[config.mk]
export PLATFORM = sky130hd
export DESIGN_NAME = cnt1_stream
export DESIGN_NICKNAME = d
export VERILOG_FILES = /design/src/rtl/cnt1_stream_pkg.sv /design/src/rtl/cnt1_stream_popcnt_pipe.sv /design/src/rtl/cnt1_stream.sv
export SDC_FILE = /design/constraint.sdc
export NUM_CORES = 1
export LEC_CHECK = 0
export ABC_AREA = 1
export CORE_ASPECT_RATIO = 2
export CORE_MARGIN = 2
export CORE_UTILIZATION = 56
export DETAILED_ROUTE_END_ITERATION = 10
export GPL_ROUTABILITY_DRIVEN = 0
export HOLD_SLACK_MARGIN = 0.15
export PLACE_DENSITY = 0.81
export SETUP_SLACK_MARGIN = 0.5
export SYNTH_ARGS = -nofsm -noshare
export SYNTH_HDL_FRONTEND = slang
export SYNTH_SLANG_ARGS = --single-unit
export TNS_END_PERCENT = 10
[constraint.sdc]
create_clock -name clk -period 18.8 [get_ports clk]
set_clock_uncertainty 0.1 [all_clocks]
set_input_delay 5.64 -clock clk [delete_from_list [all_inputs] [get_ports clk]]
set_output_delay 5.64 -clock clk [all_outputs]
set_load 0.02 [all_outputs]
[src/rtl/cnt1_stream_pkg.sv]
// Shared sizing helpers for the cnt1 popcount family: word count, tail width,
// adder-tree depth and pipeline latency derived from the vector/bus geometry.
package cnt1_stream_pkg;

  localparam int DEF_VECTOR_WIDTH  = 920;
  localparam int DEF_BUS_WIDTH     = 128;
  localparam int DEF_GRANULE_WIDTH = 6;

  typedef struct packed {
    logic first;
    logic last;
  } word_tag_t;

  function automatic int ceil_div(input int a, input int b);
    return (a + b - 1) / b;
  endfunction

  function automatic int clog3(input int n);
    int r;
    int p;
    r = 0;
    p = 1;
    while (p < n) begin
      p = p * 3;
      r = r + 1;
    end
    return r;
  endfunction

  function automatic int sub_vector_no(input int vw, input int bw);
    return ceil_div(vw, bw);
  endfunction

  function automatic int tail_bits(input int vw, input int bw);
    return vw - (sub_vector_no(vw, bw) - 1) * bw;
  endfunction

  // Granules are pre-summed in threes, so the tree only spans the resulting groups.
  function automatic int tree_levels(input int bw, input int gw);
    return clog3(ceil_div(bw, 3 * gw));
  endfunction

  function automatic int latency(input int bw, input int gw);
    return tree_levels(bw, gw) + 2;
  endfunction

endpackage

[src/rtl/cnt1_stream_popcnt_pipe.sv]
// Pipelined popcount: granule LUT counts summed in threes, then a registered
// ternary adder tree. Latency is tree_levels+1 enabled cycles.
module cnt1_stream_popcnt_pipe
  import cnt1_stream_pkg::*;
#(
  parameter int BUS_WIDTH     = DEF_BUS_WIDTH,
  parameter int GRANULE_WIDTH = DEF_GRANULE_WIDTH,
  parameter int SUM_WIDTH     = $clog2(BUS_WIDTH + 1)
) (
  input  logic                 clk,
  input  logic                 en_i,
  input  logic [BUS_WIDTH-1:0] vec_i,
  output logic [SUM_WIDTH-1:0] sum_o
);

  localparam int GRP_W  = 3 * GRANULE_WIDTH;
  localparam int NG1    = ceil_div(BUS_WIDTH, GRP_W);
  localparam int NGR    = 3 * NG1;
  localparam int PAD_W  = NGR * GRANULE_WIDTH;
  localparam int LEVELS = tree_levels(BUS_WIDTH, GRANULE_WIDTH);
  localparam int NODES  = 3 * NG1;

  logic [PAD_W-1:0]     vec_pad;
  logic [SUM_WIDTH-1:0] gran_cnt [NGR];
  logic [SUM_WIDTH-1:0] node_d   [LEVELS+1][NODES];
  logic [SUM_WIDTH-1:0] node_q   [LEVELS+1][NODES];

  assign vec_pad = PAD_W'(vec_i);

  for (genvar gi = 0; gi < NGR; gi++) begin : g_gran
    assign gran_cnt[gi] = SUM_WIDTH'($countones(vec_pad[gi*GRANULE_WIDTH +: GRANULE_WIDTH]));
  end

  // Unused node slots stay zero, so every ternary add may read a full triple.
  always_comb begin
    node_d = '{default: '0};
    for (int k = 0; k < NG1; k++) begin
      node_d[0][k] = gran_cnt[3*k] + gran_cnt[3*k+1] + gran_cnt[3*k+2];
    end
    for (int l = 1; l <= LEVELS; l++) begin
      for (int k = 0; k < NG1; k++) begin
        node_d[l][k] = node_q[l-1][3*k] + node_q[l-1][3*k+1] + node_q[l-1][3*k+2];
      end
    end
  end

  always_ff @(posedge clk) begin
    if (en_i) begin
      node_q <= node_d;
    end
  end

  assign sum_o = node_q[LEVELS][0];

endmodule

[src/rtl/cnt1_stream.sv]
// Streaming popcount over multi-word vectors with valid/ready backpressure,
// tail-bit masking and a running per-vector count on every output word.
module cnt1_stream
  import cnt1_stream_pkg::*;
#(
  parameter int VECTOR_WIDTH  = DEF_VECTOR_WIDTH,
  parameter int BUS_WIDTH     = DEF_BUS_WIDTH,
  parameter int GRANULE_WIDTH = DEF_GRANULE_WIDTH,
  parameter bit MASK_TAIL     = 1'b1,
  parameter int CNT_WIDTH     = $clog2(VECTOR_WIDTH + 1)
) (
  input  logic                 clk,
  input  logic                 rst,
  input  logic                 i_Flush,
  input  logic [BUS_WIDTH-1:0] i_Vector,
  input  logic                 i_Valid,
  output logic                 o_Ready,
  output logic [BUS_WIDTH-1:0] o_SubVector,
  output logic                 o_Valid,
  output logic                 o_Last,
  output logic [CNT_WIDTH-1:0] o_Cnt,
  output logic                 o_CntNew,
  input  logic                 i_Ready
);

  localparam int SUB_VECTOR_NO = sub_vector_no(VECTOR_WIDTH, BUS_WIDTH);
  localparam int TAIL_BITS     = tail_bits(VECTOR_WIDTH, BUS_WIDTH);
  localparam int LATENCY       = latency(BUS_WIDTH, GRANULE_WIDTH);
  localparam int PIPE_LAT      = LATENCY - 1;
  localparam int LAST_STG      = PIPE_LAT - 1;
  localparam int SUM_WIDTH     = $clog2(BUS_WIDTH + 1);
  localparam int WC_W          = (SUB_VECTOR_NO > 1) ? $clog2(SUB_VECTOR_NO) : 1;
  localparam logic [BUS_WIDTH-1:0] TAIL_MASK = {BUS_WIDTH{1'b1}} >> (BUS_WIDTH - TAIL_BITS);

  logic                 en;
  logic                 accept;
  logic [WC_W-1:0]      wcnt_q;
  logic [WC_W-1:0]      wcnt_d;
  word_tag_t            in_tag;
  logic [BUS_WIDTH-1:0] in_word;
  logic [SUM_WIDTH-1:0] pipe_sum;

  logic                 dl_valid_q [PIPE_LAT];
  word_tag_t            dl_tag_q   [PIPE_LAT];
  logic [BUS_WIDTH-1:0] dl_data_q  [PIPE_LAT];

  logic                 out_valid_q;
  logic                 out_last_q;
  logic                 out_cntnew_q;
  logic [BUS_WIDTH-1:0] out_data_q;
  logic [CNT_WIDTH-1:0] acc_q;

  assign en      = i_Ready | ~out_valid_q;
  assign o_Ready = en & ~rst & ~i_Flush;
  assign accept  = i_Valid & o_Ready;

  assign in_tag.first = (wcnt_q == '0);
  assign in_tag.last  = (wcnt_q == WC_W'(SUB_VECTOR_NO - 1));
  assign in_word      = (MASK_TAIL && in_tag.last) ? (i_Vector & TAIL_MASK) : i_Vector;

  always_comb begin
    wcnt_d = wcnt_q;
    if (accept) begin
      wcnt_d = in_tag.last ? '0 : wcnt_q + 1'b1;
    end
  end

  always_ff @(posedge clk) begin
    if (rst || i_Flush) begin
      wcnt_q <= '0;
    end else begin
      wcnt_q <= wcnt_d;
    end
  end

  cnt1_stream_popcnt_pipe #(
    .BUS_WIDTH     (BUS_WIDTH),
    .GRANULE_WIDTH (GRANULE_WIDTH),
    .SUM_WIDTH     (SUM_WIDTH)
  ) u_popcnt (
    .clk   (clk),
    .en_i  (en),
    .vec_i (in_word),
    .sum_o (pipe_sum)
  );

  // Word and flags ride alongside the adder tree so they line up with its sum.
  always_ff @(posedge clk) begin
    if (rst || i_Flush) begin
      for (int k = 0; k < PIPE_LAT; k++) dl_valid_q[k] <= 1'b0;
    end else if (en) begin
      dl_valid_q[0] <= accept;
      for (int k = 1; k < PIPE_LAT; k++) dl_valid_q[k] <= dl_valid_q[k-1];
    end
  end

  always_ff @(posedge clk) begin
    if (en) begin
      dl_data_q[0] <= in_word;
      dl_tag_q[0]  <= in_tag;
      for (int k = 1; k < PIPE_LAT; k++) begin
        dl_data_q[k] <= dl_data_q[k-1];
        dl_tag_q[k]  <= dl_tag_q[k-1];
      end
    end
  end

  always_ff @(posedge clk) begin
    if (rst) begin
      out_valid_q  <= 1'b0;
      out_last_q   <= 1'b0;
      out_cntnew_q <= 1'b0;
      out_data_q   <= '0;
      acc_q        <= '0;
    end else if (i_Flush) begin
      out_valid_q  <= 1'b0;
      out_cntnew_q <= 1'b0;
    end else if (en) begin
      out_valid_q  <= dl_valid_q[LAST_STG];
      out_cntnew_q <= dl_valid_q[LAST_STG] & dl_tag_q[LAST_STG].last;
      if (dl_valid_q[LAST_STG]) begin
        out_data_q <= dl_data_q[LAST_STG];
        out_last_q <= dl_tag_q[LAST_STG].last;
        acc_q      <= (dl_tag_q[LAST_STG].first ? '0 : acc_q) + CNT_WIDTH'(pipe_sum);
      end
    end
  end

  assign o_Valid     = out_valid_q;
  assign o_Last      = out_last_q;
  assign o_CntNew    = out_cntnew_q;
  assign o_SubVector = out_data_q;
  assign o_Cnt       = acc_q;

endmodule

# Word-level counts from Yosys, hierarchy flattened
# Memory sizes are Yosys's and may differ from the RTL's. A register that Yosys moved wholly into a read port is not among the register bits.
# Index checks and enable logic that the tools add are counted.
# word_totals
n_memories	3
output_inout_bits	142
in_bits	133
ram_bits	393
elab_cells	177
mem_bits_ro	0
ff_bits	112
latchBits	0
# mem_list
name	depth	word_bits	read_ports	rd_ports_with_merged_regs	wr	line	source
dl_data_q	3	128	3	1	3	cnt1_stream.sv:45	logic [BUS_WIDTH-1:0] dl_data_q [PIPE_LAT];
dl_tag_q	3	2	3	0	3	cnt1_stream.sv:44	word_tag_t dl_tag_q [PIPE_LAT];
dl_valid_q	3	1	3	0	3	cnt1_stream.sv:43	logic dl_valid_q [PIPE_LAT];
# classes
bitwise	11
eq_ne	1
shifts	0
n_addsub	129
order_cmp	0
mux	12
n_mul	0
div	0
reduce_logical	4
# ops
op	n
$add A8 B8 Y8	63
$add A1 B1 Y2	64
$mux W128	1
$add A10 B8 Y10	1
$mux W10	1
$mux W1	9
$and A1 B1 Y1	4
$or A1 B1 Y1	4
$add A3 B1 Y3 const B	1
$eq A3 B3 Y1 const B	1
$logic_not A3 Y1	1
$mux W3	1
$not A1 Y1	3
$reduce_and A3 Y1	1
$reduce_or A2 Y1	1
$logic_or A1 B1 Y1	1

# Logic depth before layout (Yosys ltp)
# Gate-level depths: netlist of the first run.
# depth
word_depth	7
depth_mapped	19

# Hierarchy
# A second synthesis of the first run with hierarchy kept.
# hier_totals
cells_unflattened	1997
area_unflattened_um2	25350.6
# modules_own_cells
module	cells_each	n_inst	seq_area_each_um2	area_per_inst_um2
cnt1_stream	1351	1	14684.1	18191.2
cnt1_stream_popcnt_pipe	646	1	2162.1	7159.4

# Worst setup path after synthesis of the first run
# No wires, ideal clock.
# synth_path
kind	input port to output port
start	input i_Ready
end	output o_Ready
cell_stages	4
required_time_ns	13.060
arrival_ns	12.214
slack_ns	0.846
cell_sequence	inv_1 -> nand2_2 -> inv_1 -> nor2_2
# synth_between
elab_chain_cells	3
# synth_lines
item	line	source
from (decl)	cnt1_stream.sv:23	input logic i_Ready
$or A1 B1 Y1	cnt1_stream.sv:53	assign en = i_Ready | ~out_valid_q;
$and A1 B1 Y1 (2 in a row)	cnt1_stream.sv:54	assign o_Ready = en & ~rst & ~i_Flush;
to (decl)	cnt1_stream.sv:17	output logic o_Ready,
# Every way passes these cells.

# Worst setup path after layout of the first run
# Same ends and word-level chain as after synthesis.

==> results of run 1 <==
## flip-flops by register name, summed over array words and instances (netlist names)
| name | flops |
|---|---|
| u_popcnt.node_q | 57 |
| o_SubVector | 128 |
| dl_tag_q | 6 |
| o_CntNew | 1 |
| wcnt_q | 3 |
| dl_valid_q | 3 |
| u_popcnt.sum_o | 8 |
| o_Cnt | 10 |
| o_Last | 1 |
| o_Valid | 1 |
| dl_data_q | 384 |
## power by group through the flow
stage	Sequential, uW	Clock (uW)	Combinational [uW]
floorplan	1690	0	685
global placement	1710	0	883
detailed placement	1710	0	950
CTS	1680	1080	969
global route	1690	1130	1100
finish	1680	1060	951
## per-stage QoR
| step | total power, uW | instance area, sq um |
|---|---|---|
| 2_1_floorplan | 2372 | 25050 |
| 3_3_place_gp | 2591 | 28300 |
| 3_5_place_dp | 2662 | 28300 |
| 4_1_cts | 3731 | 29970 |
| 5_1_grt | 3921 | 29980 |
| 6_report | 3688 | 29980 |
## per-layer routing
layer / wire [um] / part of all wire (%) / vias to the layer above
met5: 72 / 0.15 / -
met4: 1603 / 3.4 / 10
met3: 2269 / 4.8 / 102
met2: 26540 / 56 / 379
met1: 17030 / 36 / 6967
li1: - / - / 6855
## cells by family after synthesis
| group | count (synthesis) | synth area share [%] |
|---|---|---|
| DFF | 602 | 66.42 |
| and+or+nand+nor | 492 | 7.663 |
| buffers and inverters | 396 | 6.144 |
| adders and majority gates | 232 | 14.95 |
| AOI/OAI and AO/OA | 185 | 3.777 |
| xor gates and xnor gates | 30 | 1.049 |
## final cells by class
type	count	area (sq um)	share of cell area [%]
tap	555	694.4	2.317
timing repair buffer	282	2800	9.341
inverter	338	1271	4.241
multi-input combinational	939	6898	23.01
antenna	1	2.502	0.008348
clock inverter	31	361.6	1.206
sequential	602	16640	55.50
clock buffer	61	1313	4.379
## placed cells by master (no fill, tap or decap)
master,n
ha_4,1
clkinv_8,2
nand2_1,326
buf_4,9
inv_4,4
nand3b_1,1
o21a_1,2
inv_1,336
xnor2_1,6
a21o_1,1
ha_1,119
nand2_8,1
diode_2,1
nor2_1,131
clkbuf_8,2
nand3_1,29
clkdlybuf4s50_1,273
o21bai_1,1
clkinv_1,8
inv_6,1
inv_2,1
nor3b_1,1
o21ai_0,17
clkinv_2,7
xor2_1,24
a21boi_0,2
clkinv_4,3
nand3b_4,1
fa_1,112
clkbuf_1,9
a211oi_1,2
bufinv_16,7
a21oi_1,160
clkbuf_16,50
nor2_2,1
dfxtp_1,144
edfxtp_1,458
nor2_4,1
## worst min path at each step
stage                      startpoint                end  slack [ps]
floorplan             dl_data_q[0][0]    dl_data_q[1][0]         300
global placement     dl_data_q[0][69]   dl_data_q[1][69]         300
detailed placement  dl_data_q[0][109]  dl_data_q[1][109]         300
CTS                  dl_data_q[0][29]   dl_data_q[1][29]         310
global route         dl_data_q[1][30]   dl_data_q[2][30]         320
finish               dl_data_q[1][84]   dl_data_q[2][84]         310
==> results.cfg, run 1 <==
[sta]
max_freq_mhz = 72.88
setup_viol = 0
drv_slew = 0
tns_ps = 0
layout_min_cycle_time_ps = 13720
hold_ws_ps = 313.2
tightest_slew_ps = 1122
final.period_utilization_pct = 72.98
hold_viol = 0
rsz0062_at_grt = false
fin_ws_ps = 5079
max_slew_margin_pct = 25.17

[synthesis]
syn-num-nets = 2302
synth_cells = 1937
yosysMostFrequentCell = edfxtp_1
syn_area_per_cell_sq_um = 12.93
yosys_register_bits = 602
yosysWarnings = 0
yosys-top-cells-area = edfxtp_1 55%, dfxtp_1 12%, fa_1 9.0%, ha_1 6.0%, inv_1 5.0%
synth_commonest_cells = 458 x edfxtp_1, 336 x inv_1, 326 x nand2_1
yosysTopAreaCell = edfxtp_1
netlist.area_leader.share_pct = 54.91
synth_cell_type_count = 28
synth_seq_area_share_pct = 66.42
synth_edf_count = 458
synthArstFlopShare_pct = 0
synth_top_flop_cell = edfxtp_1
syn_area_sq_mm = 0.02505

[min_path]
hold_class = flip-flop to flip-flop
holdPathStages = 0

[global_routing]
grt_usage_pct = 20.45
grt_max_degree = 125
grt_pass1_wl_um = 75060
use_met3_pct = 3.214
grt_pass1_vias = 14930
overflow = 0
use_met1_pct = 23.18
antenna_found_initial = 6
grt_busiest_layer = met2
use_met2_pct = 38.73

[floorplan]
core_region_area_sq_mm = 0.04419
start_util_pct = 56.68
std_cell_rows = 109
pin_count = 275
die_x_um = 153.5
die_h_um = 303.1
dieArea_sq_mm = 0.04654

[critical_path]
r2r_cells = 16
r2r-start = wcnt_q[0]
crit_type = input pin to output pin
cp_slowest_cell = clkdlybuf4s50_1
path_depth = 6
startpoint_type = input pin
slowest_delay_ps = 650
crit_buf_inv = 4
reg2reg_to = u_popcnt.node_q[522]
rrSetupSlack_ps = 12850
cp_cell_sequence = clkdlybuf4s50_1 -> inv_1 -> nand2_8 -> inv_1 -> nor2_2 -> clkdlybuf4s50_1
startpoint = i_Ready
cp-end-kind = output pin
cp.required_ps = 13060
crit_family = buffers and inverters
worstPathArrival_ps = 7980
crit_end = o_Ready
cp_max_fo = 124

[power_and_ir_drop]
power_density_mw_per_mm2 = 123.0
leakage_uw = 0.01238
seqPwrFrac_pct = 45.6
max-vdd-ir-drop_v = 0.00009067
switching_share_pct = 28.55
p_switching_uw = 1053
p_clk_share_pct = 28.6
intPower_uw = 2635
combPwrFrac_pct = 25.8

[clock_network]
cts_tree = built
numCtsBuffers = 49
hold_buffers = 0
htree_num_levels = 2
post_cts_buffers = 0
clock-sinks = 602
ctsResizeCount = 0
clockBufferDepth = 3
insertion_delay_ps = 580
clock-root-buffer = clkbuf_16
clk_pin_slew_ps = 70

[run_status]
status = finished clean

[placed_design]
dp_cells = 2716
hpwl_um = 33630
port_buffers = 274
dpl_worst_slack_ps = 5116

[finish]
syn_to_final_growth_pct = 19.68
drive_above_1_share_pct = 4.039
final-instance-count-excl-fill = 2809
fillers = 3091
fin_nets = 2577
fin_util_pct = 67.84

[route]
wire_per_inst_um = 16.91
vias = 14313
drtPass1Iterations = 7
initialDrtViolationCount = 751
drc = 0
drt-total-wl_um = 47510
via_per_inst = 5.095
final_antenna_net_count = 0

[flow_run]
drv_cap = 0
No activity file was read; power rests on OpenSTA's default activity.
==> inputs of run 2 (changes only) <==
==> constraint.sdc (replaced) <==
create_clock -name clk -period 13.5 [get_ports clk]
set_clock_uncertainty 0.1 [all_clocks]
set_input_delay 4.05 -clock clk [delete_from_list [all_inputs] [get_ports clk]]
set_output_delay 4.05 -clock clk [all_outputs]
set_load 0.02 [all_outputs]
==> results.cfg, run 2 (same netlist as run 1, synthesis figures left out) <==
[run_status]
status = finished clean

[global_routing]
grt_pass1_wl_um = 75780
grt_usage_pct = 20.60
grt_pass1_vias = 15156
antenna_found_initial = 8
grt_max_degree = 133
overflow = 0

[finish]
drive_above_1_share_pct = 4.078
mostFrequentLayoutCells = 458 x edfxtp_1, 336 x inv_1, 326 x nand2_1
final-instance-count-excl-fill = 2813
largest_register_ffs = 384
syn_to_final_growth_pct = 19.68
multiInputGateArea_sq_mm = 0.006898
fillers = 3095
ff_latch_area_sq_mm = 0.01664
largest_register = dl_data_q
fin_nets = 2579
fin_util_pct = 67.84
mostFrequentLayoutCell = edfxtp_1

[floorplan]
core_region_area_sq_mm = 0.04419
start_util_pct = 56.68
die_h_um = 303.1
die_x_um = 153.5
dieArea_sq_mm = 0.04654
std_cell_rows = 109
pin_count = 275

[sta]
tns_ps = 0
setup_viol = 0
max_slew_margin_pct = 21.82
max_freq_mhz = 95.30
final.period_utilization_pct = 77.73
tightest_slew_ps = 1173
hold_viol = 0
fin_ws_ps = 3007
rsz0062_at_grt = false
drv_slew = 0
layout_min_cycle_time_ps = 10490

[power_and_ir_drop]
leakage_uw = 0.01237
combPwrFrac_pct = 25.8
max-vdd-ir-drop_v = 0.0001191
p_switching_uw = 1470
p_clk_share_pct = 28.4
power_density_mw_per_mm2 = 170.8
switching_share_pct = 28.71
intPower_uw = 3649
seqPwrFrac_pct = 45.8

[clock_network]
hold_buffers = 0
ctsResizeCount = 0
clock-sinks = 602
post_cts_buffers = 0
cts_tree = built
clk_pin_slew_ps = 70
numCtsBuffers = 50
insertion_delay_ps = 570
clockBufferDepth = 3
clock-root-buffer = clkbuf_16
htree_num_levels = 2

[placed_design]
hpwl_um = 33850
port_buffers = 274
dpl_worst_slack_ps = 2978
dp_cells = 2717

[critical_path]
crit_type = input pin to output pin
startpoint_type = input pin
slowest_delay_ps = 650
worstPathArrival_ps = 6340
r2r-start = wcnt_q[0]
cp_max_fo = 132
reg2reg_to = u_popcnt.node_q[546]
cp-end-kind = output pin
cp.required_ps = 9350
crit_buf_inv = 4
r2r_cells = 16
cp_slowest_cell = nand2_8
rrSetupSlack_ps = 7580
crit_family = buffers and inverters
cp_cell_sequence = clkdlybuf4s50_1 -> inv_1 -> nand2_8 -> inv_1 -> nor2_2 -> clkdlybuf4s50_1

[min_path]
min-delay-start = dl_data_q[1][64]
hold_class = flip-flop to flip-flop
holdPathStages = 0
holdPathEnd = dl_data_q[2][64]

[route]
final_antenna_net_count = 0
initialDrtViolationCount = 858
drt-total-wl_um = 47700
drtPass1Iterations = 6
drc = 0
via_per_inst = 5.149
wire_per_inst_um = 16.96
vias = 14483

[flow_run]
drv_cap = 0
==> run 2: changes by cell type in the layout (fill, tap and decap cells not counted), moves of 2 or more <==
cell / previous run / this run
clkinv_1: 8 / 6
clkbuf_1: 9 / 13
bufinv_16: 7 / 5
inv_4: 4 / 2
clkinvlp_4: 0 / 2
==> run 2: layout make-up <==
type	count	share of cell area, %
tap	555	2.317
clock buffer	67	4.558
inverter	338	4.241
sequential	602	55.50
multi-input combinational	939	23.01
timing repair buffer	283	9.367
clock inverter	27	0.9893
antenna	2	0.01670
==> run 2: worst reg2reg max path: stages (launching register included) <==
cell and delay (ps):
dfxtp_1 350, ha_1 190, ha_4 580, buf_4 580
nor2_1 190, ha_1 310, inv_1 60, fa_1 530
inv_1 60, fa_1 520, inv_1 50, fa_1 500
fa_1 550, inv_1 50, fa_1 440, fa_1 440
xor2_1 180
==> run 2: metrics by stage <==
step	power [uW]	area [sq um]	hold WS, ps
6_report	5119	29980	315.8
5_1_grt	5446	29980	318.1
4_1_cts	5180	29970	316.4
3_5_place_dp	3718	28310	304.5
3_3_place_gp	3613	28310	300.2
2_1_floorplan	3303	25050	300.3
==> run 2: metal layers <==
metal / GRT usage (%) / share of wire [%] / vias up
met2: 38.08 / 54 / 434
met1: 23.06 / 36 / 7035
met5: 0 / 0.17 / -
met4: 9.808 / 4.8 / 12
li1: - / - / 6868
met3: 3.385 / 4.9 / 134
==> run 2: worst max path at each step <==
stage | from | end | cells after the start
2_1_floorplan | i_Ready | o_Ready | 4
3_3_place_gp | i_Ready | o_Ready | 6
3_5_place_dp | i_Ready | o_Ready | 6
4_1_cts | i_Ready | o_Ready | 6
5_1_grt | i_Ready | o_Ready | 6
6_report | i_Ready | o_Ready | 6
==> run 2: power groups by stage <==
| stage | sequential [uW] | combinational, uW | clock [uW] |
|---|---|---|---|
| after global routing | 2360 | 1540 | 1550 |
| after detailed placement | 2380 | 1330 | 0 |
| final | 2340 | 1320 | 1460 |
| after floorplan | 2350 | 954 | 0 |
| after CTS | 2340 | 1350 | 1490 |
| after global placement | 2380 | 1240 | 0 |
==> inputs of run 3 (changes only) <==
==> constraint.sdc (replaced) <==
create_clock -name clk -period 10.3 [get_ports clk]
set_clock_uncertainty 0.1 [all_clocks]
set_input_delay 3.09 -clock clk [delete_from_list [all_inputs] [get_ports clk]]
set_output_delay 3.09 -clock clk [all_outputs]
set_load 0.02 [all_outputs]
==> results.cfg, run 3 (same netlist as run 1, synthesis figures left out) <==
[run_status]
status = finished clean

[finish]
mostFrequentLayoutCell = edfxtp_1
multiInputGateArea_sq_mm = 0.006898
largest_register_ffs = 384
syn_to_final_growth_pct = 19.42
fin_nets = 2578
ff_latch_area_sq_mm = 0.01664
drive_above_1_share_pct = 4.037
fillers = 3073
largest_register = dl_data_q
mostFrequentLayoutCells = 458 x edfxtp_1, 336 x inv_1, 326 x nand2_1

[clock_network]
insertion_delay_ps = 580
post_cts_buffers = 0
hold_buffers = 0
htree_num_levels = 2
clock-sinks = 602
cts_tree = built
clockBufferDepth = 3
numCtsBuffers = 49
clock-root-buffer = clkbuf_16
clk_pin_slew_ps = 70
ctsResizeCount = 0

[route]
drc = 0
final_antenna_net_count = 0
vias = 14356
drt-total-wl_um = 48130
initialDrtViolationCount = 886
wire_per_inst_um = 17.13
drtPass1Iterations = 5
via_per_inst = 5.109

[critical_path]
worstPathArrival_ps = 5100
rrSetupSlack_ps = 4300
r2r_cells = 16
crit_family = buffers and inverters
cp.required_ps = 7110
r2r-start = wcnt_q[0]
crit_type = input pin to output pin
cp_cell_sequence = clkdlybuf4s50_1 -> inv_1 -> nand2_8 -> inv_1 -> nor2_2 -> clkdlybuf4s50_1
path_depth = 6
startpoint = i_Ready
cp_max_fo = 87
crit_buf_inv = 4
cp-end-kind = output pin
startpoint_type = input pin
cp_slowest_cell = clkdlybuf4s50_1
slowest_delay_ps = 620

[global_routing]
grt_usage_pct = 20.92
grt_pass1_wl_um = 76180
overflow = 0
antenna_found_initial = 8
grt_max_degree = 199
grt_pass1_vias = 15032

[power_and_ir_drop]
power_density_mw_per_mm2 = 222.0
leakage_uw = 0.01236
max-vdd-ir-drop_v = 0.0001584

[placed_design]
hpwl_um = 34340
port_buffers = 274

[sta]
drv_slew = 0
max_freq_mhz = 120.7
hold_ws_ps = 308.9
layout_min_cycle_time_ps = 8285
hold_viol = 0
rsz0062_at_grt = false
max_slew_margin_pct = 20.85
tightest_slew_ps = 1187
tns_ps = 0
final.period_utilization_pct = 80.44
setup_viol = 0

[floorplan]
dieArea_sq_mm = 0.04654
start_util_pct = 56.68
core_region_area_sq_mm = 0.04419
die_x_um = 153.5
pin_count = 275
die_h_um = 303.1
std_cell_rows = 109

[min_path]
min-delay-start = dl_tag_q[0][0]
holdPathStages = 0
hold_class = flip-flop to flip-flop

[flow_run]
drv_cap = 0
[run 3: final cells by class]
type / instances / area share (%)
Sequential cell: 602 / 55.62
Multi-Input combinational cell: 939 / 23.06
Timing Repair Buffer: 283 / 9.429
Clock buffer: 69 / 4.652
Inverter: 338 / 4.250
Tap cell: 555 / 2.322
Clock inverter: 23 / 0.6609
Antenna cell: 1 / 0.008366
[run 3: path summary, 6_finish.rpt]
kind | end
worst min-delay path | dl_tag_q[0][2]
worst max-delay path | o_Ready
worst min register to register | dl_tag_q[0][2]
worst max register to register | u_popcnt.node_q[522]
[run 3: metrics by stage]
step                      util [%]  setup slack [ps]  power [uW]  cells  instance area, sq um
after floorplan                  -              1555        4329   1937                 25060
after global placement       64.09              2004        4727   2717                 28320
after detailed placement     64.09              1973        4857   2717                 28320
after CTS                    67.69              1973        6718   2809                 29910
after global routing         67.69              1827        7064   2810                 29910
final                        67.69              2015        6639   2810                 29910
[run 3: report_power, final]
part,internal [uW],total (uW),switching [uW],leakage (uW)
Clock,1020,1840,820,0.000789
Combinational,744,1720,979,0.00553
Sequential,2970,3070,102,0.00604
Total,4740,6640,1900,0.0124
[run 3: worst reg2reg max path, delay by kind of cell, from the launching register on]
family,cells,cell delay (ps)
xor+xnor,1,170
fa+ha+maj,9,3910
buf+inv,5,930
flops,1,360
simple gates,1,260
[run 3: layer usage]
metal	routed length, um	GRT usage (%)	vias up
met5	78	0	-
met4	2004	9.371	12
met3	2501	3.542	118
met2	26570	39.48	451
met1	16970	22.86	6934
li1	-	-	6841
==> patch 1: new RTL, config.mk and constraints of run 3 <==
Reset style: asynchronous (`rst`), changed in one clocked block.
--- a/src/rtl/cnt1_stream.sv
+++ b/src/rtl/cnt1_stream.sv
@@ -105,7 +105,7 @@
     end
   end
 
-  always_ff @(posedge clk) begin
+  always_ff @(posedge clk or posedge rst) begin
     if (rst) begin
       out_valid_q  <= 1'b0;
       out_last_q   <= 1'b0;
Behaviour: no difference found for any inputs over 4 cycles, from zero or initial values and one cycle with rst high; that may be too few to reach the edited logic, so the function may still have changed.
==> patch 1 against run 3 <==
- largest cell class unchanged
- worst setup slack better by 0.071 ns
- final area up 2.1%
- register-to-register slack about the same
- synthesized area up 2.0%
- critical endpoint unchanged
- synthesized cell count down 0.26%
- routed wire length up 0.26%
- sequential power up 4%
- total power up 8.7%
- sequential cell count unchanged
==> patch 1: results (changes against run 3) <==
Worst Path Arrival: 5.02 ns (was 5.10 ns)
Non-Filler Instances: 2826 (was 2810)
Layout cell share with drive strength beyond 1: 3.98% (was 4.04%)
Power density of the placed cells: 236 nW/um^2 (was 222 nW/um^2)
Post-synth ARST share: 23.4% (was 0%)
Cell at the root of the clock tree: sky130_fd_sc_hd__clkbuf_16 (unchanged)
Met3 wirelength from detailed routing: 2080 um (was 2500 um)
Post_cts resized: 0 (unchanged)
Top post-synthesis cells by count: sky130_fd_sc_hd__nand2_1 (463), sky130_fd_sc_hd__edfxtp_1 (458), sky130_fd_sc_hd__inv_1 (344), sky130_fd_sc_hd__dfrtp_1 (141), sky130_fd_sc_hd__nor2_1 (137) (was sky130_fd_sc_hd__edfxtp_1 (458), sky130_fd_sc_hd__inv_1 (336), sky130_fd_sc_hd__nand2_1 (326), sky130_fd_sc_hd__a21oi_1 (160), sky130_fd_sc_hd__dfxtp_1 (144))
Post-placement cell count: 2731 (was 2717)
Worst-case vdd ir drop: 0.166 mV (was 0.158 mV)
Worst slew margin relative to its limit: 18.3% (was 20.9%)
Synthesized netlist net count: 2297 (was 2302)
Outcome: finished, final reports clean (unchanged)
Initial antenna violation count: 6 (was 8)
Dpl ws: 2.06 ns (was 1.97 ns)
Tot GR Track Use: 21.0% (was 20.9%)
Post-layout minimum cycle time: 8.21 ns (was 8.29 ns)
Detailed-route wire length on metal 1: 17400 um (was 17000 um)
Wire per inst: 17.1 um (about the same)
Worst R2R End: u_popcnt.node_q[554] (was u_popcnt.node_q[522])
Final net count: 2587 (was 2578)
Global-route wire length before repair: 77300 um (was 76200 um)
Post-Syn Area per Cell: 13.2 um^2 (was 12.9 um^2)
Hpwl dp: 33800 um (was 34300 um)
Largest net degree at the start of global routing: 201 (was 199)
Static power due to leakage: 14.0 nW (was 12.4 nW)
Peak fanout along the critical path: 93 (was 87)
Vias in the first global route: 15.4k (was 15.0k)
Met2 wire length: 26500 um (was 26600 um)
Detail-routed via count per cell: 5.01 (was 5.11)
Fill count: 3079 (was 3073)
Sequential area share after synthesis: 67.9% (was 66.4%)
Dominant cells by area after synthesis: sky130_fd_sc_hd__edfxtp_1 (54%), sky130_fd_sc_hd__dfrtp_1 (14%), sky130_fd_sc_hd__fa_1 (8.8%) (was sky130_fd_sc_hd__edfxtp_1 (55%), sky130_fd_sc_hd__dfxtp_1 (12%), sky130_fd_sc_hd__fa_1 (9.0%))
Worst-case register-to-register setup slack: 4.31 ns (was 4.30 ns)
Post-detailed-placement cell area: 28900 um^2 (was 28300 um^2)
Count of routing violations after the opening detailed-route iteration: 947 (was 886)
Count of cell types in the netlist: 29 (was 28)
Length in cells of the worst reg-to-reg path: 15 (was 16)
## patch 1: cell count changes after synthesis, moves of 5 or more
cell                      change
sky130_fd_sc_hd__xor2_1       -5
sky130_fd_sc_hd__nor2_1       +6
sky130_fd_sc_hd__dfrtp_1    +141
sky130_fd_sc_hd__buf_1        -8
sky130_fd_sc_hd__buf_2       -10
sky130_fd_sc_hd__nand2_1    +137
sky130_fd_sc_hd__inv_1        +8
sky130_fd_sc_hd__nand3_1      -5
sky130_fd_sc_hd__dfxtp_1    -141
sky130_fd_sc_hd__a21oi_1    -139
## patch 1: cells by family (layout without fill, tap and decap cells)
family	after synthesis	count (layout)	synth area share, %
fa+ha+maj	232	232	14.7
buf+inv	389	720	5.95
xor+xnor	29	29	0.994
other cells	0	3	0
compound gates	49	49	1.04
simple gates	631	631	9.46
flops	602	602	67.9
## patch 1: worst min-delay path by stage
| stage | start | to | slack (ns) | cells after the start |
|---|---|---|---|---|
| 2_1_floorplan | dl_data_q[0][0] | dl_data_q[1][0] | 0.30 | 0 |
| 3_3_place_gp | dl_data_q[1][42] | dl_data_q[2][42] | 0.30 | 0 |
| 3_5_place_dp | dl_data_q[0][26] | dl_data_q[1][26] | 0.30 | 0 |
| 4_1_cts | dl_data_q[0][84] | dl_data_q[1][84] | 0.30 | 0 |
| 5_1_grt | dl_data_q[1][99] | dl_data_q[2][99] | 0.32 | 0 |
| 6_report | dl_data_q[0][84] | dl_data_q[1][84] | 0.31 | 0 |
## patch 1: cell type report
cell class	count	area (um^2)	area share, %
Antenna cell	3	7.51	0.0246
Multi-Input combinational cell	941	6710	22.0
Inverter	347	1310	4.29
Tap cell	560	701	2.29
Timing Repair Buffer	281	2810	9.20
Clock buffer	66	1400	4.57
Sequential cell	602	17300	56.8
Clock inverter	26	260	0.852
## patch 1: report_power, final
group | total, mW | leakage [nW] | switching [mW] | internal [mW]
logic | 2.11 | 6.43 | 1.20 | 0.910
clock network | 1.91 | 0.802 | 0.835 | 1.08
registers | 3.19 | 6.80 | 0.144 | 3.05
total | 7.22 | 14.0 | 2.18 | 5.04
## patch 1: layer usage
metal / GRT usage (%) / vias to the layer above
li1: - / 6741
met1: 23.3 / 6902
met2: 39.2 / 385
met3: 3.10 / 125
met4: 9.71 / 6
met5: 0 / -
## patch 1: worst max-delay path, cell delays in order
cell                              delay, ns
sky130_fd_sc_hd__clkdlybuf4s50_1       0.45
sky130_fd_sc_hd__inv_1                 0.08
sky130_fd_sc_hd__nand2_8               0.48
sky130_fd_sc_hd__nand2_1               0.21
sky130_fd_sc_hd__inv_2                 0.10
sky130_fd_sc_hd__clkdlybuf4s50_1       0.60
==> patch 2: new RTL, config.mk and constraints of run 3 <==
Without the edit above. `MASK_TAIL`: 1'b1 -> 1'b0.
--- a/src/rtl/cnt1_stream.sv
+++ b/src/rtl/cnt1_stream.sv
@@ -6,7 +6,7 @@
   parameter int VECTOR_WIDTH  = DEF_VECTOR_WIDTH,
   parameter int BUS_WIDTH     = DEF_BUS_WIDTH,
   parameter int GRANULE_WIDTH = DEF_GRANULE_WIDTH,
-  parameter bit MASK_TAIL     = 1'b1,
+  parameter bit MASK_TAIL     = 1'b0,
   parameter int CNT_WIDTH     = $clog2(VECTOR_WIDTH + 1)
 ) (
   input  logic                 clk,
Check against the original RTL: not settled (the Yosys comparison gave no result); the edit may change what the design does.
==> patch 2 against run 3 <==
- clock power increased by 8%
- total power rose by 2.5%
- non-clock buffer count down 1
- synthesized cell count shrank 11%
- core utilization is 0.89 points higher
- largest cell class unchanged
- worst setup slack improved by 0.046 ns
- routed wire length fell by 3.6%
- final area down 2.1%
- via count is 6.7% lower
- highest routed layer unchanged
- hold slack improved by 0.0020 ns
- synthesized area decreased by 3.1%
- sequential cell count unchanged
==> patch 2: results (changes against run 3) <==
Outcome: finished, final reports clean (unchanged)
Post-synthesis share of cell area spent on xor and xnor gates: 1.05% (about the same)
Sequential area share after synthesis: 68.5% (was 66.4%)
Worst R2R End: o_SubVector[70] (was u_popcnt.node_q[522])
Non-clock inverter instance count of the final layout: 243 (was 338)
Met2 Track Usage GR: 39.6% (was 39.5%)
Tot GR Track Use: 20.9% (about the same)
Top post-synthesis cells by count: sky130_fd_sc_hd__edfxtp_1 (458), sky130_fd_sc_hd__nand2_1 (322), sky130_fd_sc_hd__inv_1 (238), sky130_fd_sc_hd__a21oi_1 (162), sky130_fd_sc_hd__dfxtp_1 (144) (was sky130_fd_sc_hd__edfxtp_1 (458), sky130_fd_sc_hd__inv_1 (336), sky130_fd_sc_hd__nand2_1 (326), sky130_fd_sc_hd__a21oi_1 (160), sky130_fd_sc_hd__dfxtp_1 (144))
Combined area of the multi-input logic cells: 6490 um^2 (was 6900 um^2)
Worst-case vdd ir drop: 0.204 mV (was 0.158 mV)
Largest net degree at the start of global routing: 90 (was 199)
Worst-case register-to-register setup slack: 6.40 ns (was 4.30 ns)
Startpoint of the worst register-to-register path: o_Valid (was wcnt_q[0])
Hpwl dp: 32900 um (was 34300 um)
Met2 wire length: 26300 um (was 26600 um)
Share of the final layout cell area in multi-input gates: 22.2% (was 23.1%)
Count of cell types in the netlist: 31 (was 28)
Bufs w/o clock: 282 (was 283)
Power Clock: 1.99 mW (was 1.84 mW)
Vias in the first global route: 14.3k (was 15.0k)
Detail-routed via count per cell: 5.14 (was 5.11)
Detailed-route wire length on metal 1: 15800 um (was 17000 um)
Post-detailed-placement cell area: 27500 um^2 (was 28300 um^2)
Hold buffer count at cts: 0 (unchanged)
Met3 wirelength from detailed routing: 2060 um (was 2500 um)
Worst Path Arrival: 5.05 ns (was 5.10 ns)
Signal buf overhead: 9.56% (was 9.43%)
Multi-input gates: 835 (was 939)
Gate count of the mapped netlist: 1726 (was 1937)
Antenna diode count: 5 (was 1)
Non-Filler Instances: 2605 (was 2810)
Wire per inst: 17.8 um (was 17.1 um)
Post-placement cell count: 2507 (was 2717)
Global routing met1 resource utilization: 21.7% (was 22.9%)
Worst slew margin relative to its limit: 27.3% (was 20.9%)
Global-route wire length before repair: 72000 um (was 76200 um)
Dpl ws: 2.01 ns (was 1.97 ns)
Fill count: 2840 (was 3073)
Design internal power: 4.88 mW (was 4.74 mW)
Layout cell share with drive strength beyond 1: 5.06% (was 4.04%)
Fraction of the mapped netlist area in compound gates: 3.99% (was 3.78%)
Peak fanout along the critical path: 73 (was 87)
Seq_cells: 602 (unchanged)
Tot Pwr: 6.81 mW (was 6.64 mW)
Met3 usage in global routing: 3.28% (was 3.54%)
Clock tree cell share of total cell area: 5.98% (was 5.31%)
Adder and majority gate portion of the synthesized area: 15.4% (was 14.9%)
Synthesized netlist net count: 2091 (was 2302)
Length in cells of the worst reg-to-reg path: 6 (was 16)
[patch 2: changes by cell type after synthesis, sizes merged, moves of 2 or more]
cell	delta
nand2	-3
buf	-5
xnor2	+3
clkbuf	-7
nand3	-6
nor2	-100
inv	-95
a21oi	+2
o21ai	+4
xor2	-4
[patch 2: worst min-delay path by stage]
| stage | start | endpoint | slack, ns | cells past startpoint |
|---|---|---|---|---|
| floorplan | dl_data_q[0][0] | dl_data_q[1][0] | 0.30 | 0 |
| global placement | dl_data_q[1][0] | dl_data_q[2][0] | 0.30 | 0 |
| detailed placement | dl_data_q[0][10] | dl_data_q[1][10] | 0.30 | 0 |
| CTS | dl_data_q[0][98] | dl_data_q[1][98] | 0.31 | 0 |
| global route | dl_data_q[0][68] | dl_data_q[1][68] | 0.31 | 0 |
| finish | dl_data_q[1][31] | dl_data_q[2][31] | 0.31 | 0 |
